`src/rtl/write_pointer_ctrl_if.sv`:
```
// Write-side FIFO bus: producer handshake, cross-domain pointers and status flags.
interface write_pointer_ctrl_if #(
    parameter int unsigned ADDR_W = 3
);
    localparam int unsigned PTR_W = ADDR_W + 1;

    logic              w_en;
    logic [PTR_W-1:0]  r_ptr_gray;
    logic              mem_we;
    logic [ADDR_W-1:0] w_addr;
    logic [PTR_W-1:0]  w_ptr_gray;
    logic              full;
    logic              almost_full;
    logic [PTR_W-1:0]  wr_count;
    logic              overflow;

    // Producer / read-domain side: drives requests and the foreign pointer.
    modport master (
        output w_en,
        output r_ptr_gray,
        input  mem_we,
        input  w_addr,
        input  w_ptr_gray,
        input  full,
        input  almost_full,
        input  wr_count,
        input  overflow
    );

    // Controller side.
    modport slave (
        input  w_en,
        input  r_ptr_gray,
        output mem_we,
        output w_addr,
        output w_ptr_gray,
        output full,
        output almost_full,
        output wr_count,
        output overflow
    );
endinterface

```
`src/rtl/write_pointer_ctrl.sv`:
```
// Write-domain pointer, full/almost-full and fill-count logic for an async FIFO.
module write_pointer_ctrl #(
    parameter int unsigned ADDR_W      = 3,
    parameter int unsigned SYNC_STAGES = 2,
    parameter int unsigned AF_THRESH   = 6
) (
    input  logic                 w_clk,
    input  logic                 rst,
    write_pointer_ctrl_if.slave  bus
);
    localparam int unsigned PTR_W = ADDR_W + 1;
    // Top two bits inverted marks a write pointer exactly one lap ahead.
    localparam logic [PTR_W-1:0] FULL_MASK = {2'b11, {(PTR_W-2){1'b0}}};
    localparam logic [PTR_W-1:0] AF_LEVEL  = PTR_W'(AF_THRESH);

    function automatic logic [PTR_W-1:0] bin2gray(input logic [PTR_W-1:0] b);
        return b ^ (b >> 1);
    endfunction

    function automatic logic [PTR_W-1:0] gray2bin(input logic [PTR_W-1:0] g);
        logic [PTR_W-1:0] b;
        b = '0;
        for (int i = 0; i < int'(PTR_W); i++) begin
            b[i] = ^(g >> i);
        end
        return b;
    endfunction

    logic [PTR_W-1:0]                  w_bin_q,  w_bin_d;
    logic [PTR_W-1:0]                  w_gray_q, w_gray_d;
    logic                              overflow_q, overflow_d;
    logic [SYNC_STAGES-1:0][PTR_W-1:0] sync_q;

    logic [PTR_W-1:0] rq_gray;
    logic [PTR_W-1:0] rq_bin;
    logic [PTR_W-1:0] count;
    logic             full;
    logic             mem_we;

    // Read-pointer view after the synchroniser chain.
    always_comb begin
        rq_gray = sync_q[SYNC_STAGES-1];
        rq_bin  = gray2bin(rq_gray);
    end

    // Status derived from registered pointers only, so it is glitch-free per cycle.
    always_comb begin
        full   = (w_gray_q == (rq_gray ^ FULL_MASK));
        count  = w_bin_q - rq_bin;
        mem_we = bus.w_en & ~full;
    end

    // Pointer advance on accepted writes; overflow latches on a rejected write.
    always_comb begin
        w_bin_d    = w_bin_q;
        w_gray_d   = w_gray_q;
        overflow_d = overflow_q;
        if (mem_we) begin
            w_bin_d  = w_bin_q + PTR_W'(1);
            w_gray_d = bin2gray(w_bin_d);
        end
        if (bus.w_en && full) begin
            overflow_d = 1'b1;
        end
    end

    // Write pointer and sticky overflow registers.
    always_ff @(posedge w_clk or posedge rst) begin
        if (rst) begin
            w_bin_q    <= '0;
            w_gray_q   <= '0;
            overflow_q <= 1'b0;
        end else begin
            w_bin_q    <= w_bin_d;
            w_gray_q   <= w_gray_d;
            overflow_q <= overflow_d;
        end
    end

    // Multi-flop synchroniser for the read-domain Gray pointer.
    always_ff @(posedge w_clk or posedge rst) begin
        if (rst) begin
            sync_q <= '0;
        end else begin
            sync_q <= {sync_q[SYNC_STAGES-2:0], bus.r_ptr_gray};
        end
    end

    // Drive the bus outputs.
    always_comb begin
        bus.mem_we      = mem_we;
        bus.w_addr      = w_bin_q[ADDR_W-1:0];
        bus.w_ptr_gray  = w_gray_q;
        bus.full        = full;
        bus.almost_full = (count >= AF_LEVEL);
        bus.wr_count    = count;
        bus.overflow    = overflow_q;
    end

endmodule

```
`src/flat_wrapper.sv`:
```
// flat-port wrapper written by rule: the top's interface ports become plain ports
module write_pointer_ctrl_flat 
#(
    parameter int unsigned ADDR_W      = 3,
    parameter int unsigned SYNC_STAGES = 2,
    parameter int unsigned AF_THRESH   = 6
)
  (w_clk, rst, bus_w_en, bus_r_ptr_gray, bus_mem_we, bus_w_addr, bus_w_ptr_gray, bus_full, bus_almost_full, bus_wr_count, bus_overflow);
  write_pointer_ctrl_if #(.ADDR_W(ADDR_W)) bus_i ();
  input  logic w_clk;
  input  logic rst;
  input wire logic [$bits(bus_i.w_en)-1:0] bus_w_en;
  input wire logic [$bits(bus_i.r_ptr_gray)-1:0] bus_r_ptr_gray;
  output wire logic [$bits(bus_i.mem_we)-1:0] bus_mem_we;
  output wire logic [$bits(bus_i.w_addr)-1:0] bus_w_addr;
  output wire logic [$bits(bus_i.w_ptr_gray)-1:0] bus_w_ptr_gray;
  output wire logic [$bits(bus_i.full)-1:0] bus_full;
  output wire logic [$bits(bus_i.almost_full)-1:0] bus_almost_full;
  output wire logic [$bits(bus_i.wr_count)-1:0] bus_wr_count;
  output wire logic [$bits(bus_i.overflow)-1:0] bus_overflow;
  assign bus_i.w_en = bus_w_en;
  assign bus_i.r_ptr_gray = bus_r_ptr_gray;
  assign bus_mem_we = bus_i.mem_we;
  assign bus_w_addr = bus_i.w_addr;
  assign bus_w_ptr_gray = bus_i.w_ptr_gray;
  assign bus_full = bus_i.full;
  assign bus_almost_full = bus_i.almost_full;
  assign bus_wr_count = bus_i.wr_count;
  assign bus_overflow = bus_i.overflow;
  write_pointer_ctrl #(.ADDR_W(ADDR_W), .SYNC_STAGES(SYNC_STAGES), .AF_THRESH(AF_THRESH)) u_core (.w_clk(w_clk), .rst(rst), .bus(bus_i));
endmodule
```
`config.mk`:
```
export PLATFORM = sky130hd
export DESIGN_NAME = write_pointer_ctrl_flat
export DESIGN_NICKNAME = d
export VERILOG_FILES = /design/src/rtl/write_pointer_ctrl_if.sv /design/src/rtl/write_pointer_ctrl.sv /design/src/flat_wrapper.sv
export SDC_FILE = /design/constraint.sdc
export NUM_CORES = 1
export LEC_CHECK = 0
export CORE_UTILIZATION = 49
export CTS_BUF_LIST = sky130_fd_sc_hd__clkbuf_16
export CTS_CLUSTER_DIAMETER = 150
export DETAILED_ROUTE_END_ITERATION = 12
export GPL_TIMING_DRIVEN = 0
export PLACE_DENSITY = 0.82
export RECOVER_POWER = 25
export SETUP_SLACK_MARGIN = 0.15
export SLEW_MARGIN = 20
export SYNTH_ARGS = -nofsm -noshare
export SYNTH_HDL_FRONTEND = slang
export SYNTH_SLANG_ARGS = --single-unit
```
`constraint.sdc`:
```
create_clock -name w_clk -period 6.1 [get_ports w_clk]
set_clock_uncertainty 0.05 [all_clocks]
set_input_delay 0.915 -clock w_clk [delete_from_list [all_inputs] [get_ports w_clk]]
set_output_delay 0.915 -clock w_clk [all_outputs]
set_load 0.02 [all_outputs]
```
==> run_results.csv, run 1 <==
group,metric,value,unit
critical_path,worstPathMaxFanout,3,
sta,fin_crit_sh,0.654,
pwr,irDropWorstVdd,0.000435,V
routing,drcViolationCount,0,
sta,hold_slack,0.296,ns
grt,grt-ovfl-total,0,
clock_network,cts_root_buffer,"clkbuf_16",
grt,grt_pass1_wl,2.64,mm
die,io_pins,22,
die,core_area,1490,µm²
grt,antenna_found_initial,0,
synthesis,ys_seq_elements,16,
critical_path,critPathRequiredTime,5.13,ns
routing,vias,560,
synthesis,yosys-top-cells-area,"dfrtp_1 (51%), xnor2_1 (9.0%), xor2_1 (9.0%)",
critical_path,critPathBufInv,2,
status,outcome,"finished, final reports clean",
routing,via_per_inst,5.19,
placement,dp.cells,104,
routing,dr.pass1.iters,4,
die,die_height,41.9,µm
grt,grt_max_degree,17,
die,initial_core_util,0.524,
sta,min_period,3.99,ns
critical_path,crit_family,"XOR/XNOR gates",
synthesis,ys_seq_area_frac,0.514,
critical_path,critical-path-max-stage-delay,0.62,ns
sta,fin_ws,2.11,ns
worst_hold_path,hold_path_class,"flop to flop",
synthesis,syn_area,779,µm²
clock_network,clk_pin_slew,0.05,ns
grt,grt_pass1_vias,574,
sta,rsz0062_at_grt,"false",
sta,fin_tns_setup,0,ns
die,die-width,41.9,µm
synthesis,synth_top_area_share,0.514,
critical_path,cp-start-kind,"flop",
layout,drive_gt1_frac,0.0870,
clock_network,cts_sinks,16,
placement,gp_congestion,0.756,
routing,drtAntennaViolNets,0,
synthesis,synthCells,67,
placement,place.port_buffers,21,
routing,post_drt_wl_per_cell,14.9,µm
layout,layout.cells.non_filler,108,
flow_run,maxCapViolations,0,
synthesis,synth_top_area_cell,"dfrtp_1",
synthesis,ys.warnings.count,0,
pwr,p_per_area,652,nW/µm²
clock_network,h-tree-depth,1,
die,dieArea,1750,µm²
sta,drv_slew,0,
placement,place_hpwl,1.20,mm
sta,relSlewSlack,0.612,
die,fp-row-count,14,
grt,track_usage,0.214,
critical_path,cpMaxStageDelayCell,"clkdlybuf4s50_1",
clock_network,cts_resized,0,
pwr,power.leakage,0.482,nW
clock_network,cts_tree,"built",
critical_path,arrival,3.02,ns
clock_network,cts_buffer_depth,2,
layout,nets,105,
routing,wl,1.61,mm
synthesis,yosysUniqueCellTypes,19,
critical_path,worstSetupPathType,"flop to output port",
sta,fmaxAchievable,251,MHz
synthesis,synth_nets,79,
placement,dpl_worst_slack,2.39,ns
sta,hold_viol,0,
critical_path,worstSetupEndpointType,"output port",
clock_network,clock_latency,0.24,ns
critical_path,crit_chain,"xnor2_1 > xor2_1 > xnor2_1 > ha_1 > inv_1 > fa_1 > xor2_1 > nand2_1 > o21ai_0 > clkdlybuf4s50_1",
routing,drt_iter0_drc,3,
synthesis,avgSynthCellArea,11.6,µm²
pwr,power,0.710,mW
sta,worst_slew_pin_slew,0.582,ns
layout,syn2layout_area_growth,39.6,%
clock_network,numCtsBuffers,3,
layout,n_antenna_cell,0,
clock_network,cts_hold_buffers,0,
sta,finalSetupViolCount,0,
clock_network,cts_setup_buffers,0,
-- cells in the mapped netlist --
| cell | n |
|---|---|
| nor2b_1 | 1 |
| xor2_1 | 8 |
| o21ai_0 | 5 |
| nor2_2 | 2 |
| a21o_1 | 1 |
| nand2_1 | 6 |
| ha_1 | 4 |
| buf_6 | 1 |
| nor4_1 | 1 |
| fa_1 | 1 |
| a21boi_0 | 1 |
| dfrtp_1 | 16 |
| nand3_1 | 1 |
| xnor2_1 | 8 |
| nor2_1 | 1 |
| o41ai_2 | 1 |
| nor3b_1 | 1 |
| inv_1 | 7 |
| mux2_2 | 1 |
-- where the power goes --
| group | switching [mW] | internal [mW] |
|---|---|---|
| sequential | 0.0458 | 0.137 |
| clock | 0.0380 | 0.0867 |
| combinational | 0.205 | 0.198 |
| total | 0.289 | 0.422 |
-- path summary, 6_finish.rpt --
check	startpoint	end	slack (ns)	depth (start not counted)
max reg2reg	u_core.bus.w_ptr_gray[0]$_DFFE_PP0P_	u_core.w_bin_q[2]$_DFFE_PP0P_	4.43	5
min	u_core.sync_q[3]$_DFF_PP0_	u_core.rq_gray[3]$_DFF_PP0_	0.30	0
max in group asynchronous	rst	u_core.w_bin_q[2]$_DFFE_PP0P_	4.50	2
min reg2reg	u_core.sync_q[3]$_DFF_PP0_	u_core.rq_gray[3]$_DFF_PP0_	0.30	0
min in group asynchronous	rst	u_core.sync_q[3]$_DFF_PP0_	1.12	2
max	u_core.rq_gray[3]$_DFF_PP0_	bus_almost_full	2.11	10
-- cells by family (layout without fill, tap and decap cells) --
group,count (synthesis),in the layout,share of synthesized area
buffers and inverters,8,33,0.0482
AO/OA/AOI/OAI,8,8,0.0722
XOR/XNOR,16,16,0.180
adder cells (fa/ha/maj),5,5,0.0899
multiplexers,1,1,0.0144
flip-flops,16,16,0.514
AND/OR/NAND/NOR,13,13,0.0819
-- metal layers --
| layer | track usage | up-vias | wire [µm] |
|---|---|---|---|
| met5 | 0 | - | 0 |
| met4 | 0.123 | 0 | 34 |
| li1 | - | 264 | - |
| met2 | 0.378 | 19 | 911 |
| met3 | 0.0391 | 4 | 60 |
| met1 | 0.239 | 273 | 601 |
-- placed cells by master, fill, tap and decap left out, drive strengths merged --
cell	instances
dfrtp	16
clkdlybuf4s50	15
xor2	8
xnor2	8
inv	7
nand2	6
dlygate4sd3	6
o21ai	5
ha	4
clkbuf	3
nor2	3
o41ai	1
buf	1
nand3	1
nor4	1
a21o	1
nor2b	1
a21boi	1
nor3b	1
mux2	1
fa	1
clkinv	1
-- stage by stage --
| stage | instance area (µm²) | util |
|---|---|---|
| after floorplan | 779 | - |
| after global placement | 1010 | 0.678 |
| after detailed placement | 1010 | 0.678 |
| after CTS | 1090 | 0.731 |
| after global routing | 1090 | 0.731 |
| final | 1090 | 0.731 |
-- flip-flops by register name (all words and copies together) (netlist names) --
signal / count
u_core.bus.w_ptr_gray: 4
u_core.bus.overflow: 1
u_core.w_bin_q: 3
u_core.sync_q: 4
u_core.rq_gray: 4
-- area by class of cell --
type,count,area [µm²]
flip-flops and latches,16,400
well taps,16,20.0
clock inverters,1,3.75
clock buffers,3,75.1
repair buffers,21,210
inverters,7,26.3
multi-input cells,43,342
fillers,105,400
plain buffers,1,11.3
No activity file was read; power rests on OpenSTA's default activity.
==> run 2, diff against run 1 <==
--- a/config.mk
+++ b/config.mk
@@ -5,12 +5,12 @@
 export SDC_FILE = /design/constraint.sdc
 export NUM_CORES = 1
 export LEC_CHECK = 0
-export CORE_UTILIZATION = 49
+export CORE_UTILIZATION = 41
 export CTS_BUF_LIST = sky130_fd_sc_hd__clkbuf_16
 export CTS_CLUSTER_DIAMETER = 150
 export DETAILED_ROUTE_END_ITERATION = 12
 export GPL_TIMING_DRIVEN = 0
-export PLACE_DENSITY = 0.82
+export PLACE_DENSITY = 0.73
 export RECOVER_POWER = 25
 export SETUP_SLACK_MARGIN = 0.15
 export SLEW_MARGIN = 20
==> constraint.sdc (replaced) <==
create_clock -name w_clk -period 3.4 [get_ports w_clk]
set_clock_uncertainty 0.05 [all_clocks]
set_input_delay 0.51 -clock w_clk [delete_from_list [all_inputs] [get_ports w_clk]]
set_output_delay 0.51 -clock w_clk [all_outputs]
set_load 0.02 [all_outputs]
==> run_results.csv, run 2 (same netlist as run 1, synthesis figures left out) <==
group,metric,value,unit
status,outcome,"finished, final reports clean",
pwr,seq_power_share,0.260,
routing,drcViolationCount,0,
die,initial_core_util,0.447,
sta,worst_slew_pin_slew,0.593,ns
placement,gp_congestion,0.744,
sta,relSlewSlack,0.604,
critical_path,critical-path-max-stage-delay,0.42,ns
die,die-width,45.6,µm
layout,drive_gt1_frac,0.138,
pwr,power.leakage,0.512,nW
clock_network,clock_latency,0.25,ns
die,die_height,45.6,µm
pwr,clock_power_share,0.183,
critical_path,cp-start-kind,"flop",
sta,drv_slew,0,
sta,fin_tns_setup,0,ns
routing,drtAntennaViolNets,0,
clock_network,cts_hold_buffers,0,
layout,nets,107,
sta,hold_viol,0,
placement,place_area,1020,µm²
clock_network,cts_buffer_depth,2,
grt,track_usage,0.180,
grt,grt-ovfl-total,0,
die,core_area,1750,µm²
critical_path,cpMaxStageDelayCell,"dfrtp_1",
pwr,p_sw,0.513,mW
die,io_pins,22,
layout,n_antenna_cell,0,
grt,grt_pass1_wl,2.44,mm
placement,place.port_buffers,21,
layout,syn2layout_area_growth,45.6,%
sta,min_period,3.11,ns
routing,vias,548,
clock_network,cts_tree,"built",
grt,grt_max_degree,17,
critical_path,crit_chain,"xnor2_2 > xor2_2 > xnor2_1 > ha_1 > inv_1 > fa_1 > xor2_1 > nand2_1 > o21ai_0 > clkdlybuf4s15_1",
placement,place_hpwl,1.09,mm
critical_path,arrival,2.55,ns
routing,drt_iter0_drc,6,
clock_network,cts_sinks,16,
clock_network,clk_pin_slew,0.05,ns
flow_run,maxCapViolations,0,
critical_path,worstSetupEndpointType,"output port",
routing,via_per_inst,4.61,
layout,num-fill-cells,152,
sta,fmaxAchievable,322,MHz
critical_path,critPathRequiredTime,2.84,ns
sta,finalSetupViolCount,0,
critical_path,worstPathMaxFanout,3,
clock_network,cts_root_buffer,"clkbuf_16",
pwr,irDropWorstVdd,0.000602,V
pwr,switching_share,0.411,
layout,final_common_cell,"dfrtp_1",
routing,wl,1.50,mm
worst_hold_path,hold_path_class,"flop to flop",
layout,final_cell_mix,"dfrtp_1 (16), clkdlybuf4s50_1 (12), xor2_1 (7), xnor2_1 (7), inv_1 (7)",
grt,grt_pass1_vias,542,
pwr,comb_power_share,0.558,
critical_path,worstSetupPathType,"flop to output port",
routing,dr.pass1.iters,2,
pwr,intPower,0.736,mW
layout,final_cell_area,1130,µm²
clock_network,numCtsBuffers,3,
die,dieArea,2080,µm²
sta,rsz0062_at_grt,"false",
grt,antenna_found_initial,0,
sta,fin_crit_sh,0.914,
pwr,p_per_area,1100,nW/µm²
clock_network,h-tree-depth,1,
pwr,power,1.25,mW
routing,post_drt_wl_per_cell,12.6,µm
die,fp-row-count,15,
-- run 2: worst paths after layout --
kind                            slack (ns)                                  from                              endpoint  cells after the start
worst max-delay path                  0.29           u_core.rq_gray[2]$_DFF_PP0_                       bus_almost_full                     10
worst min-delay path                  0.30            u_core.sync_q[0]$_DFF_PP0_           u_core.rq_gray[0]$_DFF_PP0_                      0
worst max register to register        1.72  u_core.bus.w_ptr_gray[3]$_DFFE_PP0P_  u_core.bus.w_ptr_gray[3]$_DFFE_PP0P_                      5
worst min register to register        0.30            u_core.sync_q[0]$_DFF_PP0_           u_core.rq_gray[0]$_DFF_PP0_                      0
max in group asynchronous             2.19                                   rst  u_core.bus.w_ptr_gray[0]$_DFFE_PP0P_                      2
min in group asynchronous             0.72                                   rst            u_core.sync_q[1]$_DFF_PP0_                      2
-- run 2: critical path: cells and delay by family (launching register included) --
family                     cells  cell delay, ns
xor gates and xnor gates       4            0.83
adders and majority gates      2            0.55
DFF                            1            0.42
buffers and inverters          2            0.37
and+or+nand+nor                1            0.06
AOI/OAI and AO/OA              1            0.06
-- run 2: power groups by stage --
stage	Combinational, mW	Sequential (mW)	Clock [mW]
2_1_floorplan	0.389	0.368	0
3_3_place_gp	0.693	0.323	0
5_1_grt	0.758	0.336	0.238
6_report	0.697	0.324	0.228
4_1_cts	0.699	0.326	0.229
3_5_place_dp	0.708	0.327	0
-- run 2: routing by layer --
layer,track usage,routed length (µm),vias to the layer above
met4,0.109,29,0
met5,0,0,-
met3,0.0516,69,4
met1,0.201,630,260
met2,0.300,775,16
li1,-,-,268
-- run 2: through the flow --
step / cells / utilization / hold WS (ns) / setup WS, ns
after floorplan: 67 / - / 0.281 / 0.460
after global placement: 113 / 0.585 / 0.284 / 0.156
after detailed placement: 113 / 0.585 / 0.286 / 0.0550
after CTS: 117 / 0.637 / 0.297 / 0.143
after global routing: 119 / 0.650 / 0.299 / 0.146
final: 119 / 0.650 / 0.297 / 0.293
-- run 2: cell type report --
| class | count | area [µm²] | area share |
|---|---|---|---|
| sequential | 16 | 400 | 0.353 |
| multi-input combinational | 43 | 362 | 0.319 |
| timing repair buffer | 23 | 225 | 0.198 |
| clock buffer | 3 | 75.1 | 0.0662 |
| tap | 25 | 31.3 | 0.0276 |
| inverter | 7 | 26.3 | 0.0232 |
| buffer | 1 | 11.3 | 0.00992 |
| clock inverter | 1 | 3.75 | 0.00331 |
-- run 2: what timing repair did --
item / 4_1_cts / 5_1_grt
setup endpoints to repair: 4 / 2
buffers inserted: 0 / 2
pin swaps: 1 / 2
gates resized for setup: 5 / 3
